==> config.mk <==
export PLATFORM = sky130hd
export DESIGN_NAME = mem_arbiter
export DESIGN_NICKNAME = d
export VERILOG_FILES = /design/src/rtl/mem_arbiter.sv
export SDC_FILE = /design/constraint.sdc
export NUM_CORES = 1
export LEC_CHECK = 0
export ABC_AREA = 1
export CAP_MARGIN = 20
export CORE_MARGIN = 5
export CORE_UTILIZATION = 55
export CTS_BUF_LIST = sky130_fd_sc_hd__clkbuf_8
export DETAILED_ROUTE_END_ITERATION = 7
export PLACE_DENSITY = 0.88
export SLEW_MARGIN = 20
export SYNTH_ARGS = -nofsm -noshare
export SYNTH_HDL_FRONTEND = slang
export SYNTH_SLANG_ARGS = --single-unit
export TNS_END_PERCENT = 20
==> constraint.sdc <==
create_clock -name clk -period 13.3 [get_ports clk]
set_clock_uncertainty 0.05 [all_clocks]
set_input_delay 1.33 -clock clk [delete_from_list [all_inputs] [get_ports clk]]
set_output_delay 1.33 -clock clk [all_outputs]
set_load 0.01 [all_outputs]
==> src/rtl/mem_arbiter.sv <==
// mem_arbiter: arbitrates LSU/if0/if1 onto a byte-wide memory port, serialising
// accesses into per-byte bus cycles and reassembling read data.
module mem_arbiter #(
  parameter int ADDR_WIDTH = 32,
  parameter int WORD_WIDTH = 32
) (
  input  logic                  clk,
  input  logic                  rst,
  input  logic                  rdy,
  input  logic                  lsu_req,
  input  logic                  lsu_we,
  input  logic [ADDR_WIDTH-1:0] lsu_addr,
  input  logic [2:0]            lsu_size,
  input  logic [WORD_WIDTH-1:0] lsu_wdata,
  output logic                  lsu_done,
  output logic [WORD_WIDTH-1:0] lsu_rdata,
  input  logic                  if0_req,
  input  logic [ADDR_WIDTH-1:0] if0_addr,
  output logic                  if0_done,
  output logic [WORD_WIDTH-1:0] if0_inst,
  input  logic                  if1_req,
  input  logic [ADDR_WIDTH-1:0] if1_addr,
  output logic                  if1_done,
  output logic [WORD_WIDTH-1:0] if1_inst,
  input  logic [7:0]            mem_din,
  output logic [7:0]            mem_dout,
  output logic                  mem_wr,
  output logic [ADDR_WIDTH-1:0] mem_a
);
  localparam int NB = WORD_WIDTH / 8;
  typedef enum logic [1:0] {IDLE, XFER, DRAIN} state_t;
  state_t state, state_n;
  logic [ADDR_WIDTH-1:0] base;
  logic [2:0] cnt, len, cap_lane;
  logic we, ptr, own_lsu, own_if0, own_if1;
  logic [WORD_WIDTH-1:0] wbuf, rbuf, rnext;
  logic e_lsu, e0, e1, merge, g0, g1, grant, last, cap;
  assign e_lsu = lsu_req & ~lsu_done;
  assign e0 = if0_req & ~if0_done;
  assign e1 = if1_req & ~if1_done;
  assign merge = e0 & e1 & (if0_addr == if1_addr);
  // ptr=0 favours if0; identical fetch addresses share one read
  assign g0 = ~e_lsu & e0 & (merge | ~e1 | ~ptr);
  assign g1 = ~e_lsu & e1 & (merge | ~e0 | ptr);
  assign grant = e_lsu | g0 | g1;
  assign last = cnt == len - 3'd1;
  // read bytes arrive one cycle after their address
  assign cap = (state == XFER && cnt != 3'd0 && !we) || state == DRAIN;
  assign cap_lane = state == DRAIN ? len - 3'd1 : cnt - 3'd1;
  always_comb begin
    rnext = rbuf;
    for (int b = 0; b < NB; b++)
      if (cap && cap_lane == 3'(b)) rnext[8*b +: 8] = mem_din;
  end
  always_comb begin
    state_n = state;
    mem_a = '0;
    mem_wr = 1'b0;
    mem_dout = '0;
    case (state)
      XFER: begin
        state_n = last ? (we ? IDLE : DRAIN) : XFER;
        mem_a = base + ADDR_WIDTH'(cnt);
        mem_wr = rdy & we;
        mem_dout = we ? wbuf[8*cnt +: 8] : '0;
      end
      DRAIN: state_n = IDLE;
      default: state_n = grant ? XFER : IDLE;
    endcase
  end
  always_ff @(posedge clk or posedge rst)
    if (rst) begin
      state <= IDLE;
      base <= '0;
      cnt <= '0;
      len <= '0;
      we <= 1'b0;
      ptr <= 1'b0;
      own_lsu <= 1'b0;
      own_if0 <= 1'b0;
      own_if1 <= 1'b0;
      wbuf <= '0;
      rbuf <= '0;
      lsu_done <= 1'b0;
      if0_done <= 1'b0;
      if1_done <= 1'b0;
      lsu_rdata <= '0;
      if0_inst <= '0;
      if1_inst <= '0;
    end else if (rdy) begin
      state <= state_n;
      lsu_done <= 1'b0;
      if0_done <= 1'b0;
      if1_done <= 1'b0;
      if (state == IDLE && grant) begin
        base <= e_lsu ? lsu_addr : g0 ? if0_addr : if1_addr;
        len <= !e_lsu ? 3'(NB) : lsu_size == 3'd1 ? 3'd1 : lsu_size == 3'd2 ? 3'd2 : 3'(NB);
        we <= e_lsu & lsu_we;
        wbuf <= lsu_wdata;
        rbuf <= '0;
        cnt <= '0;
        own_lsu <= e_lsu;
        own_if0 <= g0;
        own_if1 <= g1;
        if (!e_lsu) ptr <= merge ? ~ptr : g0;
      end
      if (state == XFER) begin
        cnt <= cnt + 3'd1;
        rbuf <= rnext;
        if (last && we) lsu_done <= own_lsu;
      end
      if (state == DRAIN) begin
        lsu_done <= own_lsu;
        if0_done <= own_if0;
        if1_done <= own_if1;
        if (own_lsu) lsu_rdata <= rnext;
        if (own_if0) if0_inst <= rnext;
        if (own_if1) if1_inst <= rnext;
      end
    end
endmodule

==> results.sh <==
export IMPL_nNetsFinal=1864
export IMPL_p_comb_frac=0.389
export IMPL_clkTransAtPathRegs_ns=0.06
export IMPL_leakage_nw=7.30
export IMPL_grt_util_all_layers=0.274
export IMPL_cts_sinks=208
export IMPL_worstPathRequired_ns=11.92
export IMPL_fill_cells=1514
export IMPL_root_buffer="clkbuf_8"
export IMPL_ir_drop_mv=0.0757
export IMPL_internal_power_w=0.00146
export IMPL_powerDensity_nw_per_um2=163
export IMPL_die_w_um=152
export IMPL_synth_edf_count=0
export IMPL_cp_max_fo=22
export IMPL_overflow=0
export IMPL_sequentialPowerShare=0.385
export IMPL_syn_to_final_growth_pct=32.4
export IMPL_syn_inst=1449
export IMPL_critPathKind="flip-flop to output port"
export IMPL_r2r_slack_ns=8.72
export IMPL_yosys_warnings=0
export IMPL_maxCapViolCount=0
export IMPL_ys_ff_latch=208
export IMPL_status="finished clean"
export IMPL_core_area_um2=20100
export IMPL_crit_arrival_ns=4.12
export IMPL_drc_errors=0
export IMPL_top_level_ports=286
export IMPL_grt_max_degree=127
export IMPL_place_hpwl_um=23600
export IMPL_yosysSeqAreaShare=0.468
export IMPL_p_sw_w=0.000946
export IMPL_ys_types=46
export IMPL_num_antenna_cells=0
export IMPL_reg2regPathDepth=15
export IMPL_grt_pass1_wl_um=53300
export IMPL_synthFlopType="dfrtp_1"
export IMPL_setup_tns_ns=0
export IMPL_place_gp_congestion=0.951
export IMPL_start_util=0.554
export IMPL_htreeDepth=2
export IMPL_antenna_found_initial=1
export IMPL_cts_resized=0
export IMPL_layout_commonest_cell="nand2_1"
export IMPL_drive_gt1_frac=0.0521
export IMPL_final_cell_mix="nand2_1 (514), clkdlybuf4s50_1 (285), dfrtp_1 (208)"
export IMPL_p_sw_frac=0.392
export IMPL_clk_path_buf_depth=3
export IMPL_crit_start="cnt[0]$_DFFE_PP0P_"
export IMPL_drtIter0Drc=717
export IMPL_rsz0062_at_grt="no"
export IMPL_finalPower_w=0.00241
export IMPL_setup_viol=0
export IMPL_vias_per_cell=5.41
export IMPL_postSynth_asyncResetShare=1.00
export IMPL_clock_power_share=0.225
export IMPL_grt_pass1_vias=10700
export IMPL_hold_violations=0
export IMPL_synth_nets=1606
export IMPL_clock_fmax_ghz=0.182
export IMPL_r2r_start="lsu_done$_DFFE_PP0P_"
export IMPL_cts_buffers=34
export IMPL_post_cts_buffers=0
export IMPL_wire_per_inst_um=16.3
export IMPL_period_minus_slack_ns=5.50
export IMPL_postSynthAreaPerCell_um2=7.68
export IMPL_worstSetupEndpointType="output port"
export IMPL_finalCritPeriodShare=0.414
export IMPL_crit_end="mem_a[12]"
export IMPL_netlist_area_um2=11100
export IMPL_slew_violations=0
export IMPL_slew_headroom=0.362
export IMPL_portBuffers=285
export IMPL_fp_dieArea_um2=23200
export IMPL_die_h_um=152
export IMPL_ant_nets=0
export IMPL_insertion_delay_ns=0.52
export IMPL_tightest_slew_ns=0.952
export IMPL_setup_worst_path_start_class="flip-flop"
export IMPL_drt_wl_total_um=32600
export IMPL_firstDrtPassIters=8
export IMPL_ctsHoldBuffers=0
export IMPL_rows=52
export IMPL_min_path_type="flip-flop to flip-flop"
export IMPL_r2r_end="base[14]$_DFFE_PP0P_"
export IMPL_via_count=10800
export IMPL_cts_tree="done"
## logic make-up after synthesis
| kind of cell | Yosys count | synth area share |
|---|---|---|
| AOI/OAI and AO/OA | 168 | 0.0781 |
| xor gates and xnor gates | 37 | 0.0291 |
| adders and majority gates | 11 | 0.0130 |
| buffers and inverters | 195 | 0.0760 |
| DFF | 208 | 0.468 |
| muxes | 32 | 0.0288 |
| and+or+nand+nor | 798 | 0.307 |
## power groups by stage
stage          clock [W]  sequential, W  combinational [W]
6_report        0.000543       0.000928           0.000938
5_1_grt         0.000584       0.000949            0.00105
4_1_cts         0.000552       0.000924           0.000932
3_5_place_dp           0       0.000932           0.000926
3_3_place_gp           0       0.000926           0.000900
2_1_floorplan          0       0.000888           0.000604
## metrics by stage
step | util | instance area, µm² | setup WS, ns | hold slack (ns) | instances
after floorplan | - | 11100 | 6.24 | 0.394 | 1449
after global placement | 0.698 | 14000 | 7.41 | 0.407 | 1939
after detailed placement | 0.698 | 14000 | 7.25 | 0.410 | 1939
after CTS | 0.731 | 14700 | 7.77 | 0.427 | 1997
after global routing | 0.733 | 14700 | 7.49 | 0.449 | 1999
final | 0.733 | 14700 | 7.80 | 0.424 | 1999
## cell usage after synthesis (11+ instances only)
master | number | area share
buf_6 | 11 | 0.011
nand3_1 | 114 | 0.051
o21ai_0 | 130 | 0.058
nand2_1 | 514 | 0.17
nand3b_1 | 12 | 0.0081
inv_1 | 114 | 0.038
xnor2_1 | 23 | 0.018
nand4_1 | 17 | 0.0096
nor2_1 | 84 | 0.028
nor3_1 | 17 | 0.0076
mux2i_1 | 32 | 0.029
dfrtp_1 | 208 | 0.47
clkbuf_1 | 46 | 0.016
xor2_1 | 14 | 0.011
a21oi_1 | 25 | 0.011
## final cells by class
type	count	area [µm²]	share of cell area
clock buffer	43	592	0.0401
clock inverter	15	71.3	0.00484
inverter	120	458	0.0311
multi-input combinational	1046	5100	0.346
sequential	208	5200	0.353
tap	270	338	0.0229
timing repair buffer	297	2980	0.202
## sequential cells by signal (all words and copies together), names as in the netlist
register   cells
base          32
cnt            3
if0_done       1
if0_inst      32
if1_done       1
if1_inst      32
len            3
lsu_done       1
lsu_rdata     32
own_if0        1
own_if1        1
own_lsu        1
ptr            1
rbuf          32
state          2
wbuf          32
we             1
## worst min-delay path by stage
| stage | startpoint | end | slack [ns] | depth (start not counted) |
|---|---|---|---|---|
| floorplan | wbuf[31]$_DFFE_PP0P_ | wbuf[31]$_DFFE_PP0P_ | 0.39 | 2 |
| finish | wbuf[14]$_DFFE_PP0P_ | wbuf[14]$_DFFE_PP0P_ | 0.42 | 2 |
| global placement | wbuf[15]$_DFFE_PP0P_ | wbuf[15]$_DFFE_PP0P_ | 0.41 | 2 |
| global route | wbuf[30]$_DFFE_PP0P_ | wbuf[30]$_DFFE_PP0P_ | 0.45 | 2 |
| detailed placement | wbuf[15]$_DFFE_PP0P_ | wbuf[15]$_DFFE_PP0P_ | 0.41 | 2 |
| CTS | wbuf[15]$_DFFE_PP0P_ | wbuf[15]$_DFFE_PP0P_ | 0.43 | 2 |
## critical path, cell delays in order, from the launching register on
cell and delay (ns):
dfrtp_1 0.82, ha_1 0.32, fa_1 0.20, nand2_1 0.09
a21oi_2 0.23, nand2_1 0.17, nor4_1 0.30, nand2_1 0.18
inv_1 0.13, nand3_1 0.08, a221oi_1 0.44, clkdlybuf4s50_1 0.64
## routing by layer
layer,up-vias,wire length [µm],track usage
met2,496,15900,0.467
met5,-,7,0
li1,5163,-,-
met3,86,2730,0.0517
met1,5060,12800,0.345
met4,2,1170,0.110
No activity file was read; power rests on OpenSTA's default activity.
==> patch 1, RTL diff (same settings) <==
`ADDR_WIDTH`: 32 -> 40.
--- a/src/rtl/mem_arbiter.sv
+++ b/src/rtl/mem_arbiter.sv
@@ -1,7 +1,7 @@
 // mem_arbiter: arbitrates LSU/if0/if1 onto a byte-wide memory port, serialising
 // accesses into per-byte bus cycles and reassembling read data.
 module mem_arbiter #(
-  parameter int ADDR_WIDTH = 32,
+  parameter int ADDR_WIDTH = 40,
   parameter int WORD_WIDTH = 32
 ) (
   input  logic                  clk,
Ports: changed (resized if0_addr, if1_addr, lsu_addr and mem_a); port bits go from 286 to 318. The function was not compared with the original's and may differ.
==> patch 1 against the original RTL <==
Setup slack worse by 0.59 ns. Final cell count grew 13%. Synthesized area increased by 8.8%. Sequential cell count grew 8. Count of clock-buffer cells in the layout increased by 2. Wire length grew 17%. Cell area up 9.2%. Sequential share of layout area fell by 1.7 points. Total power grew 0.37%. Critical endpoint is now len[1]$_DFFE_PP0P_.
==> patch 1: results (changes against the original RTL) <==
Global routing
  – Vias in the first global route: 12,200 (+14%)
  – Largest net degree at the start of global routing: 147 (+16%)
  – Antenna violations before repair: 0 (-1)
  – Gr usage total: 0.298 (+0.0243)

Cells and area
  – Share of layout cells above drive strength 1: 0.0445 (-0.00754)
  – Register area: 5410 um^2 (+3.8%)
  – Fin cells: 2,257 (+13%)
  – Clk tree area frac: 0.0459 (+0.000884)
  – Non-CTS inverters: 151 (+26%)
  – Layout Nets: 2,137 (+15%)
  – CLK BUF: 45 (+4.7%)
  – Fraction of area in multi-input gates: 0.360 (+0.0138)
  – Max-area cell class: multi-input combinational cells
  – Fin area: 16,100 um^2 (+9.2%)
  – Signal buffers: 325 (+9.4%)
  – Comb_multi_in: 1,225 (+17%)

Route
  – Avg WL per Cell: 16.9 um (+3.8%)
  – DR pass1 iterations: 6 (-2)
  – DRT iter0 DRCs: 930 (+30%)

STA
  – Actual slew at the worst max-slew pin: 1.05 ns (+0.101 ns)
  – Worst hold slack: 0.426 ns (+0.00252 ns)

Placed design
  – Setup WS pre-CTS: 6.81 ns (-0.442 ns)
  – Port buffer count: 317 (+11%)
  – GP Congestion: 0.965 (+1.5%)
  – Area after DPL: 15,400 um^2 (+9.5%)
  – Dpl hpwl: 27,400 um (+17%)
  – Placed Cells: 2,197 (+13%)

Yosys
  – Most area-consuming cells after synthesis: dfrtp_1 (45%), nand2_1 (19%), nand3_1 (5.7%), o21ai_0 (5.5%), inv_1 (4.2%)
  – Post-Syn Area per Cell: 7.24 um^2 (-5.7%)
  – Sequential area share after synthesis: 0.446 (-0.0213)
  – Commonest cells post-synth: nand2_1 (628), dfrtp_1 (216), nand3_1 (139)
  – Syn Nets: 1,853 (+15%)
  – Synth cell types: 39 (-15%)

Worst setup path
  – Setup slack, reg-to-reg: 8.04 ns (-0.68 ns)
  – CP max FO: 62 (+180%)
  – Path depth of the worst reg2reg path: 10 (-5)
  – FF-to-FF End: len[1]$_DFFE_PP0P_

Clocking
  – TritonCTS buffer count: 37 (+8.8%)
  – Clock Sink Count: 216 (+3.8%)
  – Clock transition at path regs: ~0.050 ns

Pwr
  – Leakage dissipation: 8.01 nW (+9.6%)
  – Max rail drop VDD: 0.0941 mV (+24%)

Die
  – Placeable core area: 21,800 um^2 (+8.2%)

Outcome
  – Status: finished, final reports clean
==> patch 1: changes by cell type after synthesis, moves of 9 or more <==
cell	unedited run	this run
nand3_1	114	139
inv_1	114	137
nand2_1	514	628
nor2_1	84	117
inv_2	2	11
nor3_1	17	26
==> patch 1: how the worst max path moves through the flow <==
stage               startpoint                  end  slack [ns]
floorplan                  rst  base[0]$_DFFE_PP0P_        6.01
global placement       lsu_req  own_if0$_DFFE_PP0P_        7.06
detailed placement     lsu_req   len[1]$_DFFE_PP0P_        6.81
CTS                    lsu_req   len[1]$_DFFE_PP0P_        7.35
global route           lsu_req   len[1]$_DFFE_PP0P_        6.86
finish                 lsu_req   len[1]$_DFFE_PP0P_        7.21
==> patch 1: logic make-up (layout without fill, tap and decap cells) <==
family                   after synthesis  after routing  synth area share
buffers and inverters                231            536            0.0784
multiplexers                          32             32            0.0265
adder cells (fa/ha/maj)               11             11            0.0120
AO/OA/AOI/OAI                        173            173            0.0738
XOR/XNOR                              43             43            0.0311
flip-flops                           216            216             0.446
AND/OR/NAND/NOR                      966            966             0.332
==> patch 1: power by group <==
part	switching (mW)	internal, mW
Combinational	0.530	0.349
Sequential	0.133	0.800
Clock	0.263	0.343
Total	0.927	1.49
==> patch 1: critical path, cell delays in order <==
cell	delay, ns
clkdlybuf4s50_1	0.42
nand2_2	0.73
inv_2	0.58
nor2_4	0.94
nand2_2	0.76
nand3_2	0.34
nand2_4	0.41
buf_4	0.52
nand2_1	0.16
o21ai_0	0.11
==> patch 1: per-layer routing <==
layer,part of all wire,vias to the layer above,global-route usage
met4,0.036,0,0.117
met5,0,-,0
met3,0.076,101,0.0576
met2,0.49,563,0.505
li1,-,5870,-
met1,0.40,5871,0.379
==> patch 2, RTL diff (same settings) <==
Without the edit above. The 3 states of `state_t` get a one-hot encoding in 3 bits.
--- a/src/rtl/mem_arbiter.sv
+++ b/src/rtl/mem_arbiter.sv
@@ -28,7 +28,7 @@
   output logic [ADDR_WIDTH-1:0] mem_a
 );
   localparam int NB = WORD_WIDTH / 8;
-  typedef enum logic [1:0] {IDLE, XFER, DRAIN} state_t;
+  typedef enum logic [2:0] {IDLE = 3'b001, XFER = 3'b010, DRAIN = 3'b100} state_t;
   state_t state, state_n;
   logic [ADDR_WIDTH-1:0] base;
   logic [2:0] cnt, len, cap_lane;
Function: no difference found for any inputs over 4 cycles, from zero or initial values and one cycle with rst high; so few cycles prove little.
==> patch 2 against the original RTL <==
Count of clock-buffer cells in the layout is 1 higher. Cell area is 0.11% higher. Setup slack gained 0.061 ns. Critical endpoint is now mem_a[26]. Synthesized cell count rose by 4.1%. Sequential cell count rose by 1. Synthesized area barely moved. Total power shrank 4.3%. Largest cell class unchanged. Final cell count rose by 2.8%. Wire length up 0.66%. Sequential power is 2% lower.
==> patch 2: results (changes against the original RTL) <==
Worst setup path
  – Slowest CP cell: dfrtp_1
  – Critical Path Source: cnt[0]$_DFFE_PP0P_
  – WP data arrival: 4.06 ns (-0.06 ns)
  – CP max FO: 21 (-4.5%)
  – Critical R2R Launch: if0_done$_DFFE_PP0P_
  – Worst path top cell family by delay: simple AND/OR/NAND/NOR gates
  – Crit-path max cell delay: 0.80 ns (-0.02 ns)

Route
  – Avg WL per Cell: 16.0 um (-2.0%)
  – Vias per inst: 5.39 (-0.38%)
  – DRT iter0 DRCs: 974 (+36%)
  – DR pass1 iterations: 6 (-2)

Yosys
  – Synth cell types: 44 (-4.3%)
  – Most area-consuming cells after synthesis: dfrtp_1 (47%), nand2_1 (18%), o21ai_0 (6.1%), nand3_1 (5.6%), inv_1 (4.4%)
  – Async SR Flop Fraction: 1.00 (unchanged)
  – Commonest cells post-synth: nand2_1 (542), dfrtp_1 (208), o21ai_0 (135)
  – Sequential area share after synthesis: 0.470 (+0.00225)
  – YS warnings: 0 (unchanged)
  – Syn Nets: 1,662 (+3.5%)

Global routing
  – Global-route wire length before repair: 53,200 um (-0.16%)
  – Antenna violations before repair: 1 (unchanged)
  – GR Util met2: 0.460 (-0.00656)
  – GR Layer Usage met3: 0.0616 (+0.00994)
  – Largest net degree at the start of global routing: 124 (-2.4%)
  – Gr usage total: 0.273 (-0.000652)
  – Global-route track usage on met1: 0.350 (+0.00416)
  – Vias in the first global route: 10,800 (+1.6%)

Clocking
  – Worst skew pair latency: 0.50 ns (-0.02 ns)
  – CTS max path bufs: 3 (unchanged)
  – TritonCTS buffer count: 35 (+2.9%)
  – Post-CTS setup buffer count: 0 (unchanged)
  – H-tree Lvls: 2 (unchanged)
  – Clock transition at path regs: 0.06 ns (about the same)
  – Post_cts resized: 0 (unchanged)
  – CTS root buffer: clkbuf_8

Placed design
  – Setup WS pre-CTS: 7.73 ns (+0.482 ns)
  – Dpl hpwl: 23,200 um (-1.4%)
  – Port buffer count: 285 (unchanged)
  – GP Congestion: 0.931 (-2.1%)

Pwr
  – Leakage dissipation: 7.21 nW (-1.3%)
  – Max rail drop VDD: 0.0904 mV (+19%)

Cells and area
  – Share of layout cells above drive strength 1: 0.0516 (-0.000484)
  – Antenna cells: 0 (unchanged)
  – Layout Nets: 1,916 (+2.8%)

STA
  – Actual slew at the worst max-slew pin: 0.859 ns (-0.0924 ns)

Worst hold path
  – Hold Path Class: register to register
  – Hold Crit Start: wbuf[27]$_DFFE_PP0P_

Outcome
  – Status: finished, final reports clean
patch 2: final cells by class:
cell class	count	area, um^2
fillers	1494	5350
flip-flops and latches	209	5230
multi-input cells	1085	5060
repair buffers	295	2930
clock buffers	44	606
inverters	136	519
well taps	270	338
clock inverters	15	67.6
patch 2: metal layers:
metal / part of all wire / vias up / wire, um
met4: 0.027 / 2 / 885
met2: 0.48 / 525 / 15800
met1: 0.40 / 5174 / 13300
met3: 0.087 / 68 / 2860
met5: 0.00040 / - / 13
li1: - / 5293 / -
patch 2: worst register-to-register path, cell delays in order (launching register included):
cell      delay [ns]
dfrtp_1         0.37
inv_1           0.07
nand2_1         0.09
nor2_1          0.21
nand2_1         0.08
nor2_1          0.09
nand2_1         0.07
nor2_2          0.12
nand3_2         0.13
nand2_2         0.52
nand2_2         0.60
nand3_2         0.29
nand2_4         0.24
clkinv_2        0.67
nand2_1         0.18
nand2_1         0.11
patch 2: logic make-up after synthesis:
group / count (synthesis) / share of synthesized area
DFF: 209 / 0.470
xor gates and xnor gates: 35 / 0.0275
and+or+nand+nor: 838 / 0.318
muxes: 6 / 0.00539
AOI/OAI and AO/OA: 198 / 0.0914
buffers and inverters: 214 / 0.0781
adders and majority gates: 8 / 0.00966
patch 2: path summary, 6_finish.rpt:
check / endpoint / slack [ns] / cells past startpoint
worst max-delay path: mem_a[26] / 7.86 / 13
worst min-delay path: wbuf[27]$_DFFE_PP0P_ / 0.42 / 2
worst max register to register: wbuf[2]$_DFFE_PP0P_ / 9.33 / 15
worst min register to register: wbuf[27]$_DFFE_PP0P_ / 0.42 / 2
max in group asynchronous: base[22]$_DFFE_PP0P_ / 10.46 / 3
min in group asynchronous: if1_inst[5]$_DFFE_PP0P_ / 1.33 / 2
patch 2: metrics by stage:
| step | hold slack [ns] | instance area [um^2] | std cells |
|---|---|---|---|
| 3_5_place_dp | 0.410 | 14100 | 1995 |
| 2_1_floorplan | 0.394 | 11100 | 1508 |
| 5_1_grt | 0.436 | 14800 | 2054 |
| 6_report | 0.425 | 14800 | 2054 |
| 3_3_place_gp | 0.406 | 14100 | 1995 |
| 4_1_cts | 0.425 | 14800 | 2054 |
patch 2: power breakdown:
group	leakage, nW	internal (mW)	switching (mW)
clock	0.387	0.297	0.250
sequential	2.81	0.779	0.132
combinational	4.02	0.334	0.515
